## config.mk

```make
export PLATFORM = sky130hd
export DESIGN_NAME = sprite_line_scheduler
export DESIGN_NICKNAME = d
export VERILOG_FILES = /design/src/rtl/sprite_line_scheduler_pkg.sv /design/src/rtl/sprite_hit_priority.sv /design/src/rtl/sprite_line_scheduler.sv
export SDC_FILE = /design/constraint.sdc
export NUM_CORES = 1
export LEC_CHECK = 0
export CAP_MARGIN = 20
export CORE_MARGIN = 5
export CORE_UTILIZATION = 57
export DETAILED_ROUTE_END_ITERATION = 12
export PLACE_DENSITY_LB_ADDON = 0.3
export SKIP_CTS_REPAIR_TIMING = 1
export SYNTH_ARGS = -nofsm -noshare
export SYNTH_HDL_FRONTEND = slang
export SYNTH_SLANG_ARGS = --single-unit
```

## constraint.sdc

```tcl
create_clock -name i_clk -period 6.8 [get_ports i_clk]
set_clock_uncertainty 0.2 [all_clocks]
set_input_delay 1.02 -clock i_clk [delete_from_list [all_inputs] [get_ports i_clk]]
set_output_delay 1.02 -clock i_clk [all_outputs]
set_load 0.05 [all_outputs]
```

## src/rtl/sprite_line_scheduler_pkg.sv

```systemverilog
// rtl/sprite_line_scheduler_pkg.sv - shared constants for the sprite line scheduler
package sprite_line_scheduler_pkg;

  localparam int DEFAULT_SPRITE_SIZE = 16;

  localparam logic [3:0] CHAR_PACMAN = 4'd0;
  localparam logic [3:0] CHAR_BLINKY = 4'd1;
  localparam logic [3:0] CHAR_PINKY  = 4'd2;
  localparam logic [3:0] CHAR_INKY   = 4'd3;
  localparam logic [3:0] CHAR_CLYDE  = 4'd4;

  localparam logic [1:0] MEM_SEL_IDLE = 2'b00;
  localparam logic [1:0] MEM_SEL_TILE = 2'b01;
  localparam logic [1:0] MEM_SEL_CHAR = 2'b11;

  localparam logic [1:0] ST_IDLE   = 2'd0;
  localparam logic [1:0] ST_EVAL   = 2'd1;
  localparam logic [1:0] ST_COMMIT = 2'd2;

endpackage

```

## src/rtl/sprite_hit_priority.sv

```systemverilog
// rtl/sprite_hit_priority.sv - combinational lowest-index sprite cover lookup
module sprite_hit_priority #(
  parameter int NUM_CHARS   = 5,
  parameter int COORD_W     = 10,
  parameter int SPRITE_SIZE = 16,
  parameter int ROW_W       = $clog2(SPRITE_SIZE)
) (
  input  logic [NUM_CHARS-1:0]         mask,
  input  logic [NUM_CHARS*COORD_W-1:0] char_x,
  input  logic [COORD_W-1:0]           pixel_x,
  output logic                         hit,
  output logic [3:0]                   winner,
  output logic [ROW_W-1:0]             dx
);

  logic [COORD_W-1:0] d;

  // Scan from the highest index down so the lowest covering char is the last write.
  always_comb begin
    hit    = 1'b0;
    winner = '0;
    dx     = '0;
    d      = '0;
    for (int k = NUM_CHARS - 1; k >= 0; k--) begin
      d = pixel_x - char_x[k*COORD_W +: COORD_W];
      if (mask[k] && (d < COORD_W'(SPRITE_SIZE))) begin
        hit    = 1'b1;
        winner = 4'(k);
        dx     = d[ROW_W-1:0];
      end
    end
  end

endmodule

```

## src/rtl/sprite_line_scheduler.sv

```systemverilog
// rtl/sprite_line_scheduler.sv - hblank sprite evaluation and per-pixel memory source select
module sprite_line_scheduler
  import sprite_line_scheduler_pkg::*;
#(
  parameter int NUM_CHARS   = 5,
  parameter int SPRITE_SIZE = DEFAULT_SPRITE_SIZE,
  parameter int COORD_W     = 10
) (
  input  logic                         i_clk,
  input  logic                         i_rst,
  input  logic                         i_hblank_start,
  input  logic [COORD_W-1:0]           i_next_line_y,
  input  logic [NUM_CHARS*COORD_W-1:0] i_char_x,
  input  logic [NUM_CHARS*COORD_W-1:0] i_char_y,
  input  logic [NUM_CHARS-1:0]         i_char_enable,
  input  logic                         i_pixel_valid,
  input  logic [COORD_W-1:0]           i_pixel_x,
  output logic                         o_pixel_valid,
  output logic [1:0]                   o_mem_select,
  output logic [3:0]                   o_which_char,
  output logic [7:0]                   o_char_offset,
  output logic [5:0]                   o_tile_offset,
  output logic                         o_eval_busy,
  output logic [NUM_CHARS-1:0]         o_line_mask
);

  localparam int ROW_W = $clog2(SPRITE_SIZE);
  localparam int IDX_W = (NUM_CHARS > 1) ? $clog2(NUM_CHARS) : 1;

  logic [1:0]                   state;
  logic [COORD_W-1:0]           eval_y;
  logic [IDX_W-1:0]             idx;
  logic [NUM_CHARS-1:0]         shadow_mask;
  logic [NUM_CHARS*ROW_W-1:0]   shadow_row;
  logic [NUM_CHARS*COORD_W-1:0] shadow_x;
  logic [NUM_CHARS-1:0]         active_mask;
  logic [NUM_CHARS*ROW_W-1:0]   active_row;
  logic [NUM_CHARS*COORD_W-1:0] active_x;
  logic [2:0]                   line_y_lo;

  logic [COORD_W-1:0] eval_char_y;
  logic [COORD_W-1:0] dy;
  logic               eval_hit;

  assign eval_char_y = i_char_y[idx*COORD_W +: COORD_W];
  assign dy          = eval_y - eval_char_y;
  assign eval_hit    = i_char_enable[idx] && (dy < COORD_W'(SPRITE_SIZE));

  // A new hblank always wins: it restarts evaluation from any state and drops the pending shadow.
  always_ff @(posedge i_clk or posedge i_rst) begin
    if (i_rst) begin
      state       <= ST_IDLE;
      eval_y      <= '0;
      idx         <= '0;
      shadow_mask <= '0;
      shadow_row  <= '0;
      shadow_x    <= '0;
      active_mask <= '0;
      active_row  <= '0;
      active_x    <= '0;
      line_y_lo   <= '0;
    end else if (i_hblank_start) begin
      state       <= ST_EVAL;
      eval_y      <= i_next_line_y;
      idx         <= '0;
      shadow_mask <= '0;
    end else begin
      case (state)
        ST_EVAL: begin
          if (eval_hit) begin
            shadow_mask[idx]                 <= 1'b1;
            shadow_row[idx*ROW_W +: ROW_W]   <= dy[ROW_W-1:0];
            shadow_x[idx*COORD_W +: COORD_W] <= i_char_x[idx*COORD_W +: COORD_W];
          end
          if (idx == IDX_W'(NUM_CHARS - 1)) begin
            state <= ST_COMMIT;
          end else begin
            idx <= idx + 1'b1;
          end
        end
        ST_COMMIT: begin
          active_mask <= shadow_mask;
          active_row  <= shadow_row;
          active_x    <= shadow_x;
          line_y_lo   <= eval_y[2:0];
          state       <= ST_IDLE;
        end
        default: state <= ST_IDLE;
      endcase
    end
  end

  assign o_eval_busy = (state == ST_EVAL);
  assign o_line_mask = active_mask;

  logic             pix_hit;
  logic [3:0]       pix_winner;
  logic [ROW_W-1:0] pix_dx;

  sprite_hit_priority #(
    .NUM_CHARS  (NUM_CHARS),
    .COORD_W    (COORD_W),
    .SPRITE_SIZE(SPRITE_SIZE),
    .ROW_W      (ROW_W)
  ) u_hit (
    .mask   (active_mask),
    .char_x (active_x),
    .pixel_x(i_pixel_x),
    .hit    (pix_hit),
    .winner (pix_winner),
    .dx     (pix_dx)
  );

  always_ff @(posedge i_clk or posedge i_rst) begin
    if (i_rst) begin
      o_pixel_valid <= 1'b0;
      o_mem_select  <= MEM_SEL_IDLE;
      o_which_char  <= '0;
      o_char_offset <= '0;
      o_tile_offset <= '0;
    end else begin
      o_pixel_valid <= i_pixel_valid;
      if (!i_pixel_valid) begin
        o_mem_select  <= MEM_SEL_IDLE;
        o_which_char  <= '0;
        o_char_offset <= '0;
        o_tile_offset <= '0;
      end else begin
        o_tile_offset <= {line_y_lo, i_pixel_x[2:0]};
        if (pix_hit) begin
          o_mem_select  <= MEM_SEL_CHAR;
          o_which_char  <= pix_winner;
          o_char_offset <= 8'({active_row[pix_winner*ROW_W +: ROW_W], pix_dx});
        end else begin
          o_mem_select  <= MEM_SEL_TILE;
          o_which_char  <= '0;
          o_char_offset <= '0;
        end
      end
    end
  end

endmodule

```

# ---- Yosys cells after proc, flatten, opt, wreduce, memory -nomap -nowiden
# Cells that the tools add are included.
# W data, S select, Z words.
dict set report op_classes {
  addsub 9
  n_mul 1
  n_lt_le_gt_ge 8
  n_eq_ne 5
  shift 7
  n_mux 37
  n_bitwise 2
  n_reduce_logical 13
}
# operator n
set op_table {}
lappend op_table {{$shiftx A50 B8 Y10} 2}
lappend op_table {{$lt A10 B5 Y1 const B} 6}
lappend op_table {{$sub A10 B10 Y10} 6}
lappend op_table {{$bwmux W50} 1}
lappend op_table {{$shift A10 B34 Y50 const A} 1}
lappend op_table {{$shiftx A10 B34 Y50} 1}
lappend op_table {{$neg A5 Y34} 1}
lappend op_table {{$neg A7 Y34} 1}
lappend op_table {{$shift A4 B34 Y20 const A} 1}
lappend op_table {{$shiftx A4 B34 Y20} 1}
lappend op_table {{$mux W4} 7}
lappend op_table {{$mux W3} 8}
lappend op_table {{$bwmux W20} 1}
lappend op_table {{$shiftx A20 B7 Y4} 1}
lappend op_table {{$mux W8} 2}
lappend op_table {{$mux W5} 3}
lappend op_table {{$mux W2} 5}
lappend op_table {{$logic_and A1 B1 Y1} 7}
lappend op_table {{$mux W1} 7}
lappend op_table {{$mul A3 B3 Y6 const B} 1}
lappend op_table {{$mux W6} 1}
lappend op_table {{$reduce_and A2 Y1} 3}
lappend op_table {{$or A5 B5 Y5} 1}
lappend op_table {{$lt A3 B4 Y1 const B} 1}
lappend op_table {{12 further kinds} 13}
dict set report totals {
  regBits 189
  input_bits 129
  out_inout_bits 27
}

# ---- Logic depth before layout (Yosys ltp)
dict set report logic_depth {
  word_depth 11
  depth_mapped 21
  depth_no_buf 16
}

# ---- By module
# A second synthesis with hierarchy kept.
dict set report unflattened {
  cells_unflattened 1184
  hier_area_um2 12451.9
}
# mod instances cells_per_inst area_each_um2 seq_area_each_um2
set by_module_without_submodules {}
lappend by_module_without_submodules {sprite_line_scheduler 1 861 10078.4 4704.5}
lappend by_module_without_submodules {sprite_hit_priority 1 323 2373.5 0.0}

# ---- Worst setup path before layout
# Ideal clock, no wire load.
dict set report synth_timing {
  path_type {register to register}
  startpoint {reg idx[1]}
  endpoint {reg shadow_x[10]}
  setup_ns 0.128
  arrival_ns 5.169
  required_ns 6.472
  slack_ns 1.304
  stages_incl_launch_ff 21
  n_path_buf 6
  period_less_slack_ns 5.496
  path_cell_list {dfrtp_1 > clkbuf_1 > buf_1 > clkbuf_1 > buf_1 > mux2i_1 > o22ai_1 > ha_1 > inv_1 > fa_1 > a21o_1 > a21oi_1 > o21ai_0 > a2111oi_0 > nor2_1 > mux2i_1 > or2_1 > buf_6 > buf_6 > nor4_4 > mux2_1}
}
dict set report synth_via {
  elab_chain_cells 6
  word_cells_on_any_way 13
  cone_classes {add/sub (2); mul (1); order compare (1); shift (4); mux (3); reduce/logical (2)}
}
# item line
set synth_lines {}
lappend synth_lines {{start: declaration} sprite_line_scheduler.sv:32} ;# logic [IDX_W-1:0] idx;
lappend synth_lines {{start signal: assignment} sprite_line_scheduler.sv:78} ;# idx <= idx + 1'b1;
lappend synth_lines {{$mul A3 B3 Y6} {sprite_line_scheduler.sv:45, sprite_line_scheduler.sv:73}}
lappend synth_lines {{$shiftx A50 B8 Y10} sprite_line_scheduler.sv:45} ;# assign eval_char_y = i_char_y[idx*COORD_W +: COORD_W];
lappend synth_lines {{$sub A10 B10 Y10} sprite_line_scheduler.sv:46} ;# assign dy = eval_y - eval_char_y;
lappend synth_lines {{$lt A10 B5 Y1} sprite_line_scheduler.sv:47} ;# assign eval_hit = i_char_enable[idx] && (dy < COORD_W'(SPRITE_SIZE));
lappend synth_lines {{$logic_and A1 B1 Y1} sprite_line_scheduler.sv:47}
lappend synth_lines {{$reduce_and A3 Y1 (no line)} --}
lappend synth_lines {{end signal: indexed assignment} sprite_line_scheduler.sv:73} ;# shadow_x[idx*COORD_W +: COORD_W] <= i_char_x[idx*COORD_W +: COORD_W];
lappend synth_lines {{end: declaration} sprite_line_scheduler.sv:35} ;# logic [NUM_CHARS*COORD_W-1:0] shadow_x;
# Parallel ways exist; a longest one is shown, timed or not. The select of a mux whose other input is x is not followed.
# A chain may end at the register's enable or synchronous reset.

# ---- Final worst setup path
dict set report layout_timing {
  startpoint {reg idx[2]}
  endpoint {reg shadow_x[35]}
}
# Same word-level chain as after synthesis.

==> impl_metrics.yaml <==
run_status:
  status: "complete, no violations"
floorplanning:
  coreArea_sq_um: 21700
  dieWidth_microns: 158
  rows: 54
  start_util_pct: 57.5
  dieArea_sq_um: 24900
  boundaryPins: 156
  fp.dieH_microns: 158
setup_path:
  ff2ff_path_depth: 16
  crit_end: "shadow_x[35]$_DFFE_PP0P_"
  crit_required_ns: 6.92
  crit_type: "flip-flop to flip-flop"
  crit_path_start_kind: "flip-flop"
  cp-end-kind: "flip-flop"
  r2r_end: "shadow_x[35]$_DFFE_PP0P_"
  r2r_setup_slack_ns: 1.61
  worstReg2RegStart: "idx[2]$_DFFE_PP0P_"
  worstPathMaxFanout: 17
  critPathLaunch: "idx[2]$_DFFE_PP0P_"
  crit_arrival_ns: 5.31
synth:
  async_flop_share_pct: 100
  ys_ff_latch: 187
  synthCells: 1306
  synth-main-ff-cell: "dfrtp_1"
  yosys_warnings: 0
  synthTopCellsByCount: "187 x dfrtp_1, 121 x nand2_1, 111 x mux2_2"
  syn-num-nets: 1508
  yosys.area.top_type: "dfrtp_1"
  syn_area_per_cell_sq_um: 9.54
  synth_area_sq_um: 12500
  synth_edf_count: 0
  synth.most_common_cell: "dfrtp_1"
  netlist.area_leader.share_pct: 37.6
  synthTopCellsByArea: "dfrtp_1 38%, mux2_2 10%, ha_1 6.7%"
  synth.distinct_cells: 89
  ys_seq_area_share_pct: 37.6
finish:
  seqCellArea_sq_um: 4680
  nNetsFinal: 1635
  drive_gt1_share_pct: 14.5
  fillers: 1631
  multi_input_comb_area_sq_um: 7200
  antenna_cells: 0
  area_growth_syn_to_layout_pct: 19.1
hold_path:
  hp-start: "shadow_x[30]$_DFFE_PP0P_"
  hold_path_class: "flip-flop to flip-flop"
timing:
  rsz0062_at_grt: "false"
  hold_ws_ns: 0.289
  setup_violations: 0
  hold_viol_final: 0
  fin_crit_ns: 5.19
  post-route-period-util_pct: 76.3
  setup_tns_ns: 0
  slew_headroom_pct: 36.1
  drv_slew: 0
  fmax_ghz: 0.193
  worstMarginPinSlew_ns: 0.946
power_and_ir_drop:
  power.density_nw_per_um2: 343
  leakagePower_nw: 6.69
  irDropWorstVdd_mv: 0.287
placement:
  port_buffers: 154
  dp_hpwl_mm: 26.5
  gp_congestion: 0.960
route:
  drtAntennaViolNets: 0
  via_count: 10810
  route.detailed.wl_per_inst_microns: 20.6
  vias_per_cell: 6.26
  postRouteWirelength_mm: 35.6
  drc: 0
  first_pass_iters: 6
  first_iter_violations: 1149
global_route:
  antenna_found_initial: 1
  grt_pass1_vias: 10741
  grt_max_degree: 120
  grt_overflow_total: 0
  track_usage_pct: 29.1
  grt_pass1_wl_mm: 57.1
clock_network:
  clk_path_buf_depth: 2
  numCtsBuffers: 17
  cts_tree: "built"
  clkLatencyLatePin_ns: 0.44
  path_clk_slew_ns: 0.08
  htreeDepth: 4
  cts-root-buf: "clkbuf_16"
  cts.sink_count: 187
flow_run:
  cap_violations: 0
==> logic make-up (layout without fill, tap and decap cells) <==
group,after synthesis,after routing,synth area share [%]
flops,187,187,37.6
buf+inv,145,285,4.68
fa+ha+maj,73,73,7.69
xor+xnor,28,28,2.03
mux,165,165,14.7
other cells,1,1,0.0301
simple gates,382,382,16.0
compound gates,325,325,17.4
==> power breakdown <==
| part | internal, mW | leakage [nW] | switching [mW] | total [mW] |
|---|---|---|---|---|
| Clock | 0.502 | 0.294 | 0.507 | 1.01 |
| Combinational | 0.922 | 4.05 | 1.93 | 2.85 |
| Sequential | 1.18 | 2.35 | 0.0542 | 1.24 |
| Total | 2.61 | 6.69 | 2.49 | 5.10 |
==> cell usage in the layout (no fill, tap or decap), drive strengths merged, types with 8 or more instances in the layout <==
cell type and n:
a2111oi 9, a211oi 20, a21o 11, a21oi 68, a31oi 11, and2 14
and3 14, buf 17, clkbuf 17, clkdlybuf4s50 154, clkinv 9, dfrtp 187
ha 67, inv 87, mux2 120, mux2i 44, nand2 122, nand2b 15
nand3 29, nand4 17, nor2 89, nor2b 13, nor3 26, nor4 12
o2111ai 8, o21a 11, o21ai 90, o22ai 22, or2 8, xnor2 16
xor2 12
==> layer usage <==
metal	global-route usage (%)	up-vias	routed length (microns)
met5	0	-	7
met4	9.38	2	1050
met3	5.08	93	2790
met2	47.4	521	16800
met1	39.8	5204	15000
li1	-	4990	-
==> per-stage QoR <==
stage                     instance area, sq um  instances  total power, mW  util [%]  setup slack (ns)
after floorplan                          12500       1306             3.24         -             0.495
after global placement                   14200       1694             3.99      65.6              1.51
after detailed placement                 14200       1694             4.03      65.6              1.35
after CTS                                14800       1726             5.04      68.4              1.60
after global routing                     14800       1726             5.39      68.4              1.27
final                                    14800       1726             5.10      68.4              1.61
==> sequential cells by signal, summed over array words and instances (netlist names) <==
register       count
active_row        20
active_x          50
eval_y            10
idx                3
line_y_lo          3
o_char_offset      8
o_line_mask        5
o_mem_select       2
o_tile_offset      6
o_which_char       3
shadow_mask        5
shadow_row        20
shadow_x          50
state              2
==> worst max-delay path, stage by stage (launching register included) <==
cell and delay (ns):
dfrtp_1 0.58, inv_2 0.31, nand2_1 0.36, o22ai_1 0.29, ha_1 0.19, inv_1 0.06, fa_1 0.43, a21o_1 0.21
a21oi_1 0.24, o21ai_0 0.14, a2111oi_0 0.41, nor2_1 0.11, mux2i_1 0.21, or2_1 0.26, buf_4 0.26, nor4b_2 0.42
mux2_2 0.39
==> how the worst min path moves through the flow <==
stage | to | slack (ns) | depth (start not counted)
floorplan | active_x[11]$_DFFE_PP0P_ | 0.24 | 2
global placement | active_x[33]$_DFFE_PP0P_ | 0.26 | 2
detailed placement | o_tile_offset[3]$_DFF_PP0_ | 0.27 | 1
CTS | shadow_x[30]$_DFFE_PP0P_ | 0.29 | 1
global route | active_x[33]$_DFFE_PP0P_ | 0.31 | 2
finish | shadow_x[30]$_DFFE_PP0P_ | 0.29 | 1
==> cell type report <==
class | count | area share (%)
Multi-Input combinational cell | 974 | 48.5
Tap cell | 280 | 2.36
Clock inverter | 15 | 1.28
Inverter | 82 | 2.11
Timing Repair Buffer | 171 | 11.3
Clock buffer | 17 | 2.87
Sequential cell | 187 | 31.5
Note: power is estimated with default switching activity, not from simulation.
